<file path="src/rtl/rx_data_sampling.sv">
// UART RX oversampling front end: synchronizes rx_in, counts edges at the prescale rate
// and majority-votes three mid-bit samples. Define RX_NOISE_FLAG_EN to add noise_flag.
module rx_data_sampling #(
  parameter int unsigned PRESCALE_W  = 6,
  parameter int unsigned SYNC_STAGES = 2
) (
  input  logic                  clk,
  input  logic                  reset_n,
  input  logic                  rx_in,
  input  logic [PRESCALE_W-1:0] prescale,
  input  logic                  dat_samp_en,
  output logic                  sampled_bit,
  output logic                  sample_valid,
  output logic                  bit_done,
  output logic [PRESCALE_W-1:0] edge_cnt
`ifdef RX_NOISE_FLAG_EN
  ,
  output logic                  noise_flag
`endif
);

  typedef logic [PRESCALE_W-1:0] cnt_t;

  localparam cnt_t P8  = cnt_t'(8);
  localparam cnt_t P16 = cnt_t'(16);
  localparam cnt_t P32 = cnt_t'(32);

  function automatic cnt_t legal_p(input cnt_t p);
    return (p == P16 || p == P32) ? p : P8;
  endfunction

  logic [SYNC_STAGES-1:0] sync_q;
  logic                   rx_sync;
  logic                   en_d;
  logic                   start;
  cnt_t                   p_lat;
  cnt_t                   cur_p;
  cnt_t                   half;
  cnt_t                   last_edge;
  cnt_t                   pre_last_edge;
  cnt_t                   s0_edge;
  cnt_t                   vote_edge;
  logic                   s0;
  logic                   s1;
  logic                   vote;

  assign rx_sync = sync_q[SYNC_STAGES-1];

  // On the enable cycle itself the latch is not yet loaded, so use the incoming value.
  always_comb begin
    start         = dat_samp_en & ~en_d;
    cur_p         = start ? legal_p(prescale) : p_lat;
    half          = cur_p >> 1;
    last_edge     = cur_p - cnt_t'(1);
    pre_last_edge = cur_p - cnt_t'(2);
    s0_edge       = half - cnt_t'(1);
    vote_edge     = half + cnt_t'(1);
    vote          = (s0 & s1) | (s0 & rx_sync) | (s1 & rx_sync);
  end

  always_ff @(posedge clk or negedge reset_n) begin
    if (!reset_n) begin
      sync_q <= '1;
    end else begin
      sync_q <= {sync_q[SYNC_STAGES-2:0], rx_in};
    end
  end

  // Strobes are registered one edge early so they line up with the counter value they describe.
  always_ff @(posedge clk or negedge reset_n) begin
    if (!reset_n) begin
      en_d         <= 1'b0;
      p_lat        <= P8;
      edge_cnt     <= '0;
      bit_done     <= 1'b0;
      sample_valid <= 1'b0;
      sampled_bit  <= 1'b1;
      s0           <= 1'b1;
      s1           <= 1'b1;
`ifdef RX_NOISE_FLAG_EN
      noise_flag   <= 1'b0;
`endif
    end else begin
      en_d         <= dat_samp_en;
      bit_done     <= 1'b0;
      sample_valid <= 1'b0;
`ifdef RX_NOISE_FLAG_EN
      noise_flag   <= 1'b0;
`endif
      if (start) begin
        p_lat <= legal_p(prescale);
      end
      if (!dat_samp_en) begin
        edge_cnt <= '0;
        s0       <= 1'b1;
        s1       <= 1'b1;
      end else begin
        edge_cnt <= (edge_cnt == last_edge) ? '0 : edge_cnt + cnt_t'(1);
        bit_done <= (edge_cnt == pre_last_edge);
        if (edge_cnt == s0_edge) begin
          s0 <= rx_sync;
        end
        if (edge_cnt == half) begin
          s1 <= rx_sync;
        end
        if (edge_cnt == vote_edge) begin
          sampled_bit  <= vote;
          sample_valid <= 1'b1;
`ifdef RX_NOISE_FLAG_EN
          noise_flag   <= ~((s0 == s1) && (s1 == rx_sync));
`endif
        end
      end
    end
  end

endmodule

</file>
<file path="config.mk">
export PLATFORM = sky130hd
export DESIGN_NAME = rx_data_sampling
export DESIGN_NICKNAME = d
export VERILOG_FILES = /design/src/rtl/rx_data_sampling.sv
export SDC_FILE = /design/constraint.sdc
export NUM_CORES = 1
export LEC_CHECK = 0
export ABC_CLOCK_PERIOD_IN_PS = 5500
export CAP_MARGIN = 10
export CORE_MARGIN = 2
export CORE_UTILIZATION = 55
export CTS_BUF_LIST = sky130_fd_sc_hd__clkbuf_16
export DETAILED_ROUTE_END_ITERATION = 10
export GPL_ROUTABILITY_DRIVEN = 0
export PLACE_DENSITY = 0.79
export REMOVE_ABC_BUFFERS = 1
export SETUP_SLACK_MARGIN = 0.05
export SYNTH_ARGS = -nofsm -noshare
export SYNTH_HDL_FRONTEND = slang
export SYNTH_SLANG_ARGS = --single-unit
export TNS_END_PERCENT = 20
</file>
<file path="constraint.sdc">
create_clock -name clk -period 5.5 [get_ports clk]
set_input_delay 1.1 -clock clk [delete_from_list [all_inputs] [get_ports clk]]
set_output_delay 1.1 -clock clk [all_outputs]
set_load 0.05 [all_outputs]
</file>
Word-level counts from Yosys, hierarchy flattened
Cells that the tools add are included.
{ "totals": {"elab_cells": 43, "in_bits": 10, "out_inout_bits": 9, "ff_bits": 20} }
{ "classes": {"n_eq_ne": 9, "add_sub_neg": 5, "n_reduce_logical": 2, "n_mux": 11, "bitwise_logic": 7} }
{ "op_table": {"columns": ["cell", "n"], "rows": [
  ["equality test 6 bit", 4],
  ["2-to-1 mux 6 bit", 4],
  ["2-to-1 mux 1 bit", 7],
  ["adder 5 x 1 -> 6 bit, second input constant", 1],
  ["adder 6 x 1 -> 6 bit, second input constant", 1],
  ["equality test 6 x 5 -> 1 bit", 1],
  ["equality test 6 x 5 -> 1 bit, second input constant", 1],
  ["equality test 6 bit, second input constant", 1],
  ["subtractor 5 x 1 -> 6 bit, second input constant", 1],
  ["subtractor 6 x 1 -> 6 bit, second input constant", 1],
  ["subtractor 6 x 2 -> 6 bit, second input constant", 1],
  ["AND 1 bit", 4],
  ["inequality test 2 x 1 -> 1 bit, second input constant", 2],
  ["bitwise OR 1 bit", 2],
  ["AND reduction 2 bit", 1],
  ["logical OR 1 bit", 1],
  ["NOT 1 bit", 1]
]} }

Depth between registers and ports, before layout
{ "depth": {"ltp_word": 8, "depth_mapped": 12, "mapped_depth_nobuf": 11} }

Least setup slack after synthesis
OpenSTA, ideal clock, no wires.
{ "synth_path": {"path_kind": "in2reg", "start": "in dat_samp_en", "end": "reg edge_cnt[2]", "arrival_time_ns": 3.005, "required_time_ns": 5.365, "stages": 12, "slack_ns": 2.360, "setup_time_ns": 0.135, "path_cell_list": "nand2b_2 -> buf_4 -> nand2_1 -> ha_1 -> buf_1 -> inv_1 -> a31oi_2 -> xnor2_1 -> xnor2_1 -> nand4_1 -> o41ai_4 -> nor2_1"} }
{ "synth_between": {"elab_chain_len": 6} }
{ "synth_rtl": {"columns": ["item", "line_no", "text"], "rows": [
  ["start: declaration", "11", "input logic dat_samp_en,"],
  ["AND 1 bit", "51", "start = dat_samp_en & ~en_d;"],
  ["2-to-1 mux 6 bit", null, null],
  ["subtractor 6 x 1 -> 6 bit", "54", "last_edge = cur_p - cnt_t'(1);"],
  ["equality test 6 bit", "98", "edge_cnt <= (edge_cnt == last_edge) ? '0 : edge_cnt + cnt_t'(1);"],
  ["2-to-1 mux 6 bit", "98", null],
  ["2-to-1 mux 6 bit (*)", "93", "if (!dat_samp_en) begin"],
  ["end signal: assignment", "98", null],
  ["end: declaration", "15", "output logic [PRESCALE_W-1:0] edge_cnt"]
]} }
Mark *: on every way between the ends. The rest lies on a longest branch, timed or not.
A chain may end at the register's enable or synchronous reset.

Worst setup path in the final report
Same ends and word-level chain as after synthesis.

==> qor.yml <==
routing:
  first_pass_iters: 4
  routed_wl_um: 3670
  vias: 1269
  drc: 0
  antenna_left: 0
  wl_per_cell_um: 17.48
  drt_iter0_drc: 46
  viasPerCell: 6.043
power_and_ir_drop:
  seqPwrFrac_pct: 42.3
  p_per_area_nw_per_um2: 222.2
  comb_power_share_pct: 20.4
  p_switching_w: 0.0001144
  total_power_w: 0.0004047
  ir_drop_mv: 0.1630
  p_int_w: 0.0002903
  p_leak_nw: 0.7909
  p_sw_share_pct: 28.27
  pwr-share-clk_pct: 37.3
worst_setup_path:
  cp_data_arrival_time_ps: 4060
  crit_buf_inv: 2
  cp_slowest_stage_delay_ps: 720
  cpMostUsedCell: "xnor2_1"
  path_cells: "clkdlybuf4s50_1, nand2b_2, nand2_1, ha_1, inv_1, a31oi_2, xnor2_1, xnor2_1, nand4_1, o41ai_4, nor2_1"
  crit_slowest_cell: "clkdlybuf4s50_1"
  critPathKind: "input pin to register"
  cp_max_fo: 12
  worst_path_dominant_cell_family: "buffers and inverters"
  worst_setup_path_end_kind: "register"
  worstSetupStartpointType: "input pin"
  required_ps: 5620
  ff2ff_setup_slack_ps: 2620
timing:
  worst_pin_slew_ps: 938.1
  hold_viol: 0
  finalSetupTns_ps: 0
  clock.fmax_mhz: 253.8
  period_minus_slack_ps: 3941
  skew_ps: 2.861
  drv_slew: 0
  timing.final.crit_share_pct: 71.65
  max-slew-margin-rel_pct: 37.27
  finalSetupViolCount: 0
  grt_setup_unrepaired: "no"
clock_network:
  ctsHoldBuffers: 0
  insertion_delay_ps: 250
  clk_pin_slew_ps: 60
  cts_resized: 0
  cts_tree: "done"
  post_cts_buffers: 0
  ctsHtreeMaxLevel: 1
  root_buffer: "clkbuf_16"
  cts_buffers: 3
  cts_buffer_depth: 2
  cts_sinks: 20
layout:
  fin_util_pct: 66.64
  antenna_cells: 0
  layout_common_cells: "23 x xnor2_1, 18 x clkdlybuf4s50_1, 14 x dfrtp_1, 13 x nor2_1"
  final_common_cell: "xnor2_1"
  fin_nets: 194
  drive_above_1_share_pct: 11.17
  area_growth_pct: 15.65
logic_synthesis:
  ys.warnings.count: 0
  yosys.cell_types.count: 49
  avgSynthCellArea_um2: 9.377
  ys_seq_area_share_pct: 32.25
  synth_edf_count: 0
  synth_seq_cells: 20
  ys.flop_type: "dfrtp_1"
  synthCells: 168
  synth_area_um2: 1575
  async_flop_share_pct: 100.0
floorplan:
  die_area_um2: 3308
  die_w_um: 57.52
  core_um2: 2734
  rows: 19
  pin_count: 19
  die_h_um: 57.52
  start_util_pct: 57.62
flow_run:
  drv_cap: 0
run_status:
  status: "complete, no violations"
global_routing:
  grt_pass1_vias: 1221
  grt_util_all_layers_pct: 24.65
  grt-ovfl-total: 0
  antenna_found_initial: 0
  grt_max_degree: 21
  grt_pass1_wl_um: 6113
placement:
  hpwl_um: 2572
  port_buffers: 18
min_path:
  hold_path.class: "register to register"
==> synth_stat cells, drive strengths merged, types with 2 or more instances <==
cell    number  share of area [%]
a211oi       2               0.95
nor2b        3                1.2
nand4        6                2.4
xnor2       24                 14
clkbuf       5                1.2
dfstp        6                 10
o211ai       2               0.95
and3         3                1.2
nor3         2               0.64
nor2        13                3.1
nor3b        2               0.95
a31oi        4                2.0
xor2         9                5.0
mux2i        2                1.3
inv         10                2.4
o21ai        7                2.2
nand3       10                3.2
dfrtp       14                 22
nand2       12                3.2
ha           4                3.2
a21oi        2               0.64
nand2b       2               0.95
nor4b        2                2.1
buf          6                2.1
==> layout make-up <==
cell class,instances,area [µm²]
Clock buffer,3,75.07
Clock inverter,1,3.754
Fill cell,207,912.1
Inverter,10,37.54
Multi-Input combinational cell,127,978.4
Sequential cell,20,508.0
Tap cell,31,38.79
Timing Repair Buffer,18,180.2
==> stage by stage <==
stage / setup slack (ps) / hold slack [ps] / std cells / cell area (µm²)
final: 1559 / 355.8 / 210 / 1822
after CTS: 1594 / 355.1 / 210 / 1822
after detailed placement: 1377 / 347.5 / 206 / 1743
after global placement: 1516 / 346.2 / 206 / 1743
after floorplan: 2520 / 345.2 / 157 / 1524
after global routing: 1367 / 357.5 / 210 / 1822
==> worst register-to-register path: cells and delay by family, from the launching register on <==
kind            cells  cell delay (ps)
buf+inv             1              160
simple gates        4              860
flops               1              440
fa+ha+maj           1              360
xor+xnor            2              300
compound gates      2              630
==> final timing paths <==
check,start,end,cells after the start
max,dat_samp_en,edge_cnt[2],11
min,sync_q[0],sync_q[1],0
max reg2reg,en_d,edge_cnt[2],10
min reg2reg,sync_q[0],sync_q[1],0
max in group asynchronous,reset_n,sample_valid,1
min in group asynchronous,reset_n,bit_done,1
==> power by group through the flow <==
stage	logic [W]	registers (W)	clock network (W)
final	0.0000824	0.000171	0.000151
after global routing	0.0000874	0.000173	0.000159
after CTS	0.0000827	0.000172	0.000152
after detailed placement	0.0000817	0.000174	0
after global placement	0.0000803	0.000173	0
after floorplan	0.0000318	0.000192	0
==> flip-flops by register name, indices dropped and copies added, names as in the netlist <==
signal	flops
edge_cnt	6
p_lat	6
sync_q	2
bit_done	1
en_d	1
s0	1
s1	1
sample_valid	1
sampled_bit	1
==> layer usage <==
metal,up-vias,share of wire (%),global-route usage (%)
li1,600,-,-
met1,606,42,32.14
met2,56,48,39.29
met3,7,8.4,4.989
met4,0,2.1,11.30
met5,-,0,0
==> logic make-up (layout without fill, tap and decap cells) <==
group / Yosys count / in the layout / synth area share (%)
compound gates: 22 / 22 / 11.60
xor+xnor: 34 / 34 / 20.25
fa+ha+maj: 5 / 5 / 3.813
buf+inv: 21 / 32 / 5.639
flops: 20 / 20 / 32.25
mux: 3 / 3 / 1.986
simple gates: 63 / 63 / 24.47
No activity file was read; power rests on OpenSTA's default activity.
